### src/rtl/z16_ctrl_fsm.sv
// z16_ctrl_fsm: multi-cycle FETCH/DECODE/EXEC/MEM/WB sequencer for the Z16 core.
// Owns the PC, the IR and the retired-instruction counter; all strobes decode from state.
module z16_ctrl_fsm #(
    parameter int                  PC_WIDTH    = 16,
    parameter logic [PC_WIDTH-1:0] RESET_PC    = '0,
    parameter int                  MEM_TIMEOUT = 15,
    parameter int                  RET_WIDTH   = 32
) (
    input  logic                 i_clk,
    input  logic                 i_rst,
    output logic                 o_imem_req,
    output logic [PC_WIDTH-1:0]  o_pc,
    input  logic                 i_imem_ack,
    input  logic [15:0]          i_imem_data,
    output logic [15:0]          o_instr,
    input  logic [3:0]           i_opcode,
    input  logic                 i_rd_wen,
    input  logic                 i_mem_wen,
    input  logic                 i_branch_taken,
    input  logic [PC_WIDTH-1:0]  i_target,
    output logic                 o_rf_wen,
    output logic [1:0]           o_wb_sel,
    output logic                 o_dmem_req,
    output logic                 o_dmem_we,
    input  logic                 i_dmem_ack,
    input  logic                 i_halt,
    output logic                 o_halted,
    output logic                 o_err,
    output logic [RET_WIDTH-1:0] o_retired,
    output logic [2:0]           o_state
);

    localparam logic [2:0] S_IDLE   = 3'd0;
    localparam logic [2:0] S_FETCH  = 3'd1;
    localparam logic [2:0] S_DECODE = 3'd2;
    localparam logic [2:0] S_EXEC   = 3'd3;
    localparam logic [2:0] S_MEM    = 3'd4;
    localparam logic [2:0] S_WB     = 3'd5;
    localparam logic [2:0] S_HALT   = 3'd6;
    localparam logic [2:0] S_ERR    = 3'd7;

    localparam logic [3:0] OP_LOAD  = 4'hA;
    localparam logic [3:0] OP_STORE = 4'hB;
    localparam logic [3:0] OP_JMP   = 4'hC;
    localparam logic [3:0] OP_JAL   = 4'hD;
    localparam logic [3:0] OP_BR0   = 4'hE;
    localparam logic [3:0] OP_BR1   = 4'hF;

    // Last no-ack count before the access is declared dead.
    localparam logic [7:0] TMO_LAST = 8'(MEM_TIMEOUT - 1);

    logic [2:0]           state;
    logic [2:0]           state_nxt;
    logic [PC_WIDTH-1:0]  pc;
    logic [15:0]          ir;
    logic [RET_WIDTH-1:0] retired;
    logic [7:0]           tmo_cnt;

    logic is_mem_op;
    logic is_jump;
    logic is_branch;
    logic redirect;

    assign is_mem_op = (i_opcode == OP_LOAD) || (i_opcode == OP_STORE);
    assign is_jump   = (i_opcode == OP_JMP)  || (i_opcode == OP_JAL);
    assign is_branch = (i_opcode == OP_BR0)  || (i_opcode == OP_BR1);
    assign redirect  = is_jump || (is_branch && i_branch_taken);

    always_comb begin
        // NOTE: default assignment first keeps this combinational block free of latches.
        state_nxt = state;
        case (state)
            S_IDLE:   state_nxt = i_halt ? S_HALT : S_FETCH;
            S_FETCH:  if (i_imem_ack) state_nxt = S_DECODE;
            S_DECODE: state_nxt = S_EXEC;
            S_EXEC:   state_nxt = is_mem_op ? S_MEM : S_WB;
            S_MEM: begin
                if (i_dmem_ack)               state_nxt = S_WB;
                else if (tmo_cnt == TMO_LAST) state_nxt = S_ERR;
            end
            S_WB:     state_nxt = i_halt ? S_HALT : S_FETCH;
            S_HALT:   if (!i_halt) state_nxt = S_FETCH;
            S_ERR:    state_nxt = S_ERR;
            default:  state_nxt = S_IDLE;
        endcase
    end

    always_ff @(posedge i_clk or posedge i_rst) begin
        if (i_rst) begin
            state   <= S_IDLE;
            pc      <= RESET_PC;
            ir      <= '0;
            retired <= '0;
            tmo_cnt <= '0;
        end else begin
            // NOTE: non-blocking assignments so every register sees pre-edge values.
            state <= state_nxt;

            if (state == S_FETCH && i_imem_ack)
                ir <= i_imem_data;

            if (state == S_EXEC)
                tmo_cnt <= '0;
            else if (state == S_MEM && !i_dmem_ack)
                tmo_cnt <= tmo_cnt + 8'd1;

            if (state == S_WB) begin
                pc      <= redirect ? i_target : pc + PC_WIDTH'(2);
                retired <= retired + RET_WIDTH'(1);
            end
        end
    end

    // Strobes depend on registered state plus stable decoder outputs, never on acks.
    assign o_imem_req = (state == S_FETCH);
    assign o_dmem_req = (state == S_MEM);
    assign o_dmem_we  = (state == S_MEM) && i_mem_wen;
    assign o_rf_wen   = (state == S_WB) && i_rd_wen;
    assign o_wb_sel   = (state != S_WB)        ? 2'd0 :
                        (i_opcode == OP_LOAD)  ? 2'd1 :
                        is_jump                ? 2'd2 : 2'd0;

    assign o_halted  = (state == S_HALT);
    assign o_err     = (state == S_ERR);
    assign o_pc      = pc;
    assign o_instr   = ir;
    assign o_retired = retired;
    assign o_state   = state;

endmodule

### config.mk
export PLATFORM = sky130hd
export DESIGN_NAME = z16_ctrl_fsm
export DESIGN_NICKNAME = d
export VERILOG_FILES = /design/src/rtl/z16_ctrl_fsm.sv
export SDC_FILE = /design/constraint.sdc
export NUM_CORES = 1
export LEC_CHECK = 0
export CAP_MARGIN = 10
export CELL_PAD_IN_SITES_DETAIL_PLACEMENT = 0
export CELL_PAD_IN_SITES_GLOBAL_PLACEMENT = 1
export CORE_MARGIN = 2
export CORE_UTILIZATION = 36
export DETAILED_ROUTE_END_ITERATION = 6
export PLACE_DENSITY_LB_ADDON = 0.3
export SETUP_SLACK_MARGIN = 0.1
export SYNTH_ARGS = -nofsm -noshare
export SYNTH_HDL_FRONTEND = slang
export SYNTH_SLANG_ARGS = --single-unit
### constraint.sdc
create_clock -name i_clk -period 2.3 [get_ports i_clk]
set_input_delay 0.23 -clock i_clk [delete_from_list [all_inputs] [get_ports i_clk]]
set_output_delay 0.23 -clock i_clk [all_outputs]
set_load 0.03 [all_outputs]
[Yosys cells after proc, flatten, opt, wreduce, memory -nomap -nowiden]
Index checks and enable logic that the tools add are counted.
Widths: inputs -> output; s select.
Operators by class
  reductions and logical operators: 14
  equality and inequality tests: 18
  multiplexer cells: 13
  $add $sub $neg: 3
Operator list (count)
  $add 32x1->32 const B: 1
  $eq 4x4->1 const B: 6
  $pmux 3 s7: 1
  $add 16x2->16 const B: 1
  $mux 16: 1
  $mux 8: 2
  $mux 3: 5
  $eq 3x3->1 const B: 4
  $add 8x1->8 const B: 1
  $eq 8x4->1 const B: 1
  $eq 3x2->1 const B: 2
  $mux 2: 3
  $logic_and 1x1->1: 5
  $logic_or 1x1->1: 4
  $eq 3x1->1 const B: 1
  $logic_not 3->1: 1
  $ne 3x1->1 const B: 1
  $ne 3x3->1 const B: 1
  $reduce_and 3->1: 1
  $ne 2x1->1 const B: 1
  $ne 2x2->1 const B: 1
  $reduce_bool 2->1: 1
  $reduce_or 2->1: 1
  $logic_not 1->1: 1
  $mux 1: 1
Storage, ports and cells
  register bits after elaboration: 75
  input port bits: 44
  output and inout port bits: 75

[Logic depth before layout (Yosys ltp)]
Gate-level depths: netlist of the first run.
  word-level depth: 5
  gate-level depth with buffers: 7
  depth with buffers taken out: 6

[Least setup slack after synthesis of the first run]
OpenSTA, ideal clock, no wires.
  path kind: reg-to-reg
  from: register state[0] (netlist: o_state[0])
  to: register ir[0] (netlist: o_instr[0])
  arrival time: 2049 ps
  buffers on the path: 3
  slack: 126 ps
  data required time: 2175 ps
  library setup time: 125 ps
  cell stages (with the launch flop): 8
  cells stage by stage: dfrtp_1 > buf_6 > nand2b_1 > nor2_1 > and2_1 > buf_4 > buf_4 > mux2_2
Between the ends
  cells in the longest elaborated chain, start to end: 2
RTL lines
  start, declared: RTL line 52  | logic [2:0] state;
  start signal, assigned: RTL line 97  | state <= state_nxt;
  $eq 3x1->1
  net o_imem_req: RTL line 11  | output logic o_imem_req,
  $logic_and 1x1->1: RTL line 99  | if (state == S_FETCH && i_imem_ack)
  end signal, assigned: RTL line 100  | ir <= i_imem_data;
  end, declared: RTL line 55  | logic [15:0] ir;
The timed path passes the listed nets, and every way through them passes these cells.
A chain may end at the register's enable or synchronous reset.

[Worst setup path after layout of the first run]
  from: register state[0] (netlist: o_state[0])
  to: output o_halted
Between the ends
  cells in the longest elaborated chain, start to end: 1
RTL lines
  $eq 3x3->1: RTL line 123  | assign o_halted = (state == S_HALT);
  end, declared: RTL line 27  | output logic o_halted,
No other way between the ends.

==> out/results.ini, run 1 <==
[critical_path]
slowest_stage = clkdlybuf4s50_1
worstSetupEndpointType = output pin
r2r_end = o_instr[12]
cp.required_ps = 2070
cp_cell_sequence = and3b_1, clkdlybuf4s50_1
critPathKind = reg2out
r2r_start = o_state[1]
ff2ff_setup_slack_ps = 550
cpPeakStageDelay_ps = 680
startpoint = o_state[0]
worstPathMaxFanout = 11
cp.arrival_ps = 1790
worstSetupStartpointType = register
r2r_cells = 5

[cts]
htreeDepth = 3
cts_tree = yes
cts_max_path_buffers = 2
path_clk_slew_ps = 70
holdBufCountCts = 0
clock_latency_ps = 340
cts_sinks = 75
root_buffer = clkbuf_8
cts_buffers = 9

[logic_synthesis]
avgSynthCellArea_um2 = 10.7
synthTopCellsByCount = dfrtp_1 (75), xnor2_1 (29), nand2_1 (26), nand4_1 (25), nor2_1 (22)
synthFlopType = dfrtp_1
synth_nets = 403
synth_largest_area_cell = dfrtp_1
async_flop_share_pct = 100
synth-seq-cells = 75
ys_seq_area_share_pct = 49.4
ys_top_cells_by_area = dfrtp_1 (49%), xnor2_1 (6.7%), mux2_2 (5.0%)
yosysWarnings = 0
synth_area_um2 = 3800
yosys.cell_types.count = 48
netlist_instances = 355
yosysTopAreaCellShare_pct = 49.4
yosys.cell_count.top_type = dfrtp_1
synth-edff-count = 0

[drt]
final_antenna_net_count = 0
drcViolationCount = 0
drt-wirelength-per-cell_um = 14.9
via_per_inst = 5.12
wirelength_mm = 9.23
vias = 3168
first_iter_violations = 185
dr.pass1.iters = 4

[global_route]
grt_pass1_vias = 3144
grt_pass1_wl_mm = 15.6
overflow = 0
antenna_found_initial = 0
track_usage_pct = 17.1
grt_max_degree = 76

[pwr]
ir_worst_vdd_uv = 547
power.internal_mw = 3.61
p_comb_share_pct = 46.1
p_sw_mw = 2.44
leakage_nw = 2.26
power_frac_clock_pct = 19.0
seq_power_share_pct = 34.9
p_sw_share_pct = 40.3
power_density_nw_per_um2 = 1120

[sta]
period_share_pct = 87.8
rsz0062_at_grt = false
min_period_ps = 2020
setup_viol = 0
setup_tns_ps = 0
worstMarginPinSlew_ps = 555
clock_skew_ps = 13.5
max-slew-margin-rel_pct = 62.9
slew_viol_final = 0
max_freq_ghz = 0.495
hold_violations = 0

[placed_design]
routabilityCongestion = 0.783
io_buffers = 118
placed_area_um2 = 5120
place_hpwl_mm = 6.50
dp_cells = 601

[floorplanning]
die-area_um2 = 11400
chipHeight_um = 107
core_area_um2 = 10300
die_w_um = 107
start_util_pct = 37.0
row_count = 37
ios = 119

[cells_and_area]
drive_gt1_share_pct = 12.2
nets = 527
design_area_um2 = 5380
finalNonFillerCells = 619
diodes = 0
area_growth_pct = 41.5

[min_path]
hp-class = in2async

[run_status]
status = complete, no violations

[flow_run]
cap_violations = 0

area by class of cell:
type,instances,area (um2)
Fill cell,971,4900
Sequential cell,75,1880
Multi-Input combinational cell,253,1780
Timing Repair Buffer,132,1290
Tap cell,136,170
Clock buffer,11,151
Clock inverter,4,73.8
Inverter,8,30.0
power groups by stage:
stage                     sequential, mW  clock, mW  combinational, mW
after floorplan                     2.66          0               1.14
after global placement              2.11          0               2.75
after detailed placement            2.12          0               2.77
after CTS                           2.10       1.18               2.82
after global routing                2.18       1.25               3.00
final                               2.11       1.15               2.79
repair_timing:
item	4_1_cts	5_1_grt
gates cloned	0	0
buffers inserted	3	0
endpoints found under the setup margin	2	5
resized for setup	1	5
pin swaps	1	0
cell usage in the layout, fill, tap and decap left out, types with 8 or more instances in the layout:
master,netlist,layout
xor2_1,10,10
xnor2_1,29,29
mux2_2,17,17
clkbuf_8,0,11
clkdlybuf4s50_1,0,112
nand3_1,17,17
buf_4,2,16
dfrtp_1,75,72
o22ai_1,8,8
nand2_1,26,26
a21oi_1,11,11
o21ai_0,9,9
nand4_1,25,25
and3_1,9,9
a2bb2oi_1,8,8
nor2_1,22,22
and2_1,9,9
how the worst max path moves through the flow:
stage	slack (ps)	endpoint	cells past startpoint
finish	280	o_halted	2
global route	180	o_err	3
CTS	110	o_imem_req	3
detailed placement	380	o_pc[3]	5
global placement	430	o_dmem_we	5
floorplan	130	o_instr[0]	7
per-layer routing:
layer / global-route usage, % / vias to the layer above / share of wire, %
li1: - / 1534 / -
met1: 23.2 / 1535 / 46
met2: 27.1 / 92 / 47
met3: 4.07 / 7 / 5.8
met4: 5.38 / 0 / 1.2
met5: 0 / - / 0
kinds of logic (layout without fill, tap and decap cells):
family                   Yosys count  after routing  share of synthesized area [%]
buffers and inverters             27            155                           3.88
AO/OA/AOI/OAI                     52             52                           9.25
XOR/XNOR                          39             39                           8.98
adder cells (fa/ha/maj)            5              5                           1.58
flip-flops                        75             75                           49.4
AND/OR/NAND/NOR                  139            139                           21.7
multiplexers                      18             18                           5.30
flip-flops by register name, summed over array words and instances (netlist names):
signal / count
o_pc: 16
o_retired: 32
tmo_cnt: 8
o_state: 3
o_instr: 16
worst max-delay path, delay by kind of cell, from the launching register on:
| family | cells | cell delay [ps] |
|---|---|---|
| DFF | 1 | 510 |
| and+or+nand+nor | 1 | 270 |
| buffers and inverters | 1 | 680 |
through the flow:
step	worst slack (ps)	hold slack, ps	power, mW	util [%]
global route	183	326	6.43	52.3
global placement	432	459	4.86	49.9
detailed placement	384	468	4.89	49.9
CTS	106	308	6.11	52.3
floorplan	126	340	3.80	-
finish	281	306	6.05	52.3
(Power assumes the default switching activity.)
==> inputs of run 2 (changes only) <==
Settings changed: CTS_CLUSTER_SIZE from default to 25.
==> results of run 2 <==
Final layout, timing and power as in run 1 (identical DEF).
==> inputs of run 3 (changes only) <==
Settings changed: CORE_MARGIN 2 to 3.
==> out/results.ini, run 3 (synthesized netlist as in run 1, its figures left out) <==
[sta]
rsz0062_at_grt = false
hold_violations = 0
max_freq_ghz = 0.477
setup_tns_ps = 0
slew_viol_final = 0
period_share_pct = 91.1
setup_viol = 0
min_period_ps = 2100
max-slew-margin-rel_pct = 62.0
clock_skew_ps = 8.73
worstMarginPinSlew_ps = 568

[critical_path]
r2r_end = o_instr[10]
startpoint = o_state[0]
r2r_start = o_state[1]
cp.arrival_ps = 1870
cp.required_ps = 2070
worstSetupStartpointType = register
worstSetupEndpointType = output pin
worstPathMaxFanout = 11
ff2ff_setup_slack_ps = 560
critPathKind = reg2out
cp-endpoint = o_dmem_req
r2r_cells = 5

[cells_and_area]
layout_commonest_cell = clkdlybuf4s50_1
diodes = 0
nFillCells = 932
regArea_um2 = 1880
mostFrequentLayoutCells = clkdlybuf4s50_1 (113), dfrtp_1 (72), xnor2_1 (29)
design_area_um2 = 5370
nets = 529
multi_input_area_um2 = 1780
largest_reg_flops = 32
area_growth_pct = 41.2
drive_gt1_share_pct = 12.8
utilization_pct = 53.7

[pwr]
ir_worst_vdd_uv = 608
power_density_nw_per_um2 = 1110
leakage_nw = 2.24

[global_route]
grt_busiest_layer = met2
overflow = 0
antenna_found_initial = 0
use_met2_pct = 26.9
track_usage_pct = 17.1
grt_max_degree = 28
grt_pass1_vias = 3242
grt_use_met1_pct = 23.2
grt_pass1_wl_mm = 16.0
grtUsageMet3_pct = 3.73

[floorplanning]
die_w_um = 109
chipHeight_um = 109
start_util_pct = 38.0
row_count = 36
ios = 119
core_area_um2 = 10000
die-area_um2 = 11800

[flow_run]
cap_violations = 0

[cts]
path_clk_slew_ps = 80
clock_latency_ps = 340
cts_max_path_buffers = 2
cts_sinks = 75
cts_tree = yes
cts_buffers = 9
root_buffer = clkbuf_8
htreeDepth = 3

[drt]
final_antenna_net_count = 0
first_iter_violations = 161
via_per_inst = 5.17
vias = 3198
dr.pass1.iters = 4
drcViolationCount = 0
wirelength_mm = 9.67
drt-wirelength-per-cell_um = 15.6

[placed_design]
placed_area_um2 = 5150
place_hpwl_mm = 7.03
io_buffers = 118
routabilityCongestion = 0.817

[run_status]
status = complete, no violations

[min_path]
hp-class = in2async

[run 3: metal layers]
| layer | vias to the layer above | share of wire [%] |
|---|---|---|
| li1 | 1546 | - |
| met1 | 1545 | 47 |
| met2 | 95 | 45 |
| met3 | 12 | 5.7 |
| met4 | 0 | 1.6 |
| met5 | - | 0 |
[run 3: layout make-up]
cell class	count	share of cell area, %
flip-flops and latches	75	35.0
repair buffers	134	24.5
clock buffers	9	2.31
inverters	8	0.559
clock inverters	7	1.40
well taps	133	3.10
multi-input cells	253	33.1
[run 3: worst min path at each step]
stage | start | to | cells after the start
2_1_floorplan | i_imem_ack | o_state[0] | 1
3_3_place_gp | o_retired[31] | o_retired[31] | 1
3_5_place_dp | o_retired[20] | o_retired[20] | 1
4_1_cts | i_rst | o_retired[15] | 2
5_1_grt | i_rst | o_retired[15] | 2
6_report | i_rst | o_retired[16] | 2
[run 3: metrics by stage]
stage | setup WS (ps) | total power [mW] | hold slack (ps) | cells
finish | 204 | 5.94 | 232 | 619
global route | 117 | 6.31 | 273 | 619
CTS | 144 | 6.01 | 241 | 619
detailed placement | 206 | 4.91 | 484 | 600
global placement | 339 | 4.88 | 462 | 600
floorplan | 126 | 3.80 | 340 | 355
[run 3: timing repair]
item                       in CTS  in global routing
setup endpoints to repair       6                  1
buffers inserted                3                  0
pin swaps                       1                  0
hold buffers                    0                  0
gates cloned                    0                  0
resized for setup               4                  1
[run 3: worst max-delay path, cell delays in order, from the launching register on]
cell and delay, ps:
dfrtp_2 510, inv_1 110, nand2_1 70, nor2_1 140, clkdlybuf4s50_1 690
[run 3: power breakdown]
| group | leakage [nW] | internal [mW] | total [mW] | switching (mW) |
|---|---|---|---|---|
| Sequential | 0.947 | 1.68 | 2.10 | 0.424 |
| Combinational | 1.19 | 1.27 | 2.81 | 1.54 |
| Clock | 0.104 | 0.509 | 1.03 | 0.522 |
| Total | 2.24 | 3.46 | 5.94 | 2.48 |
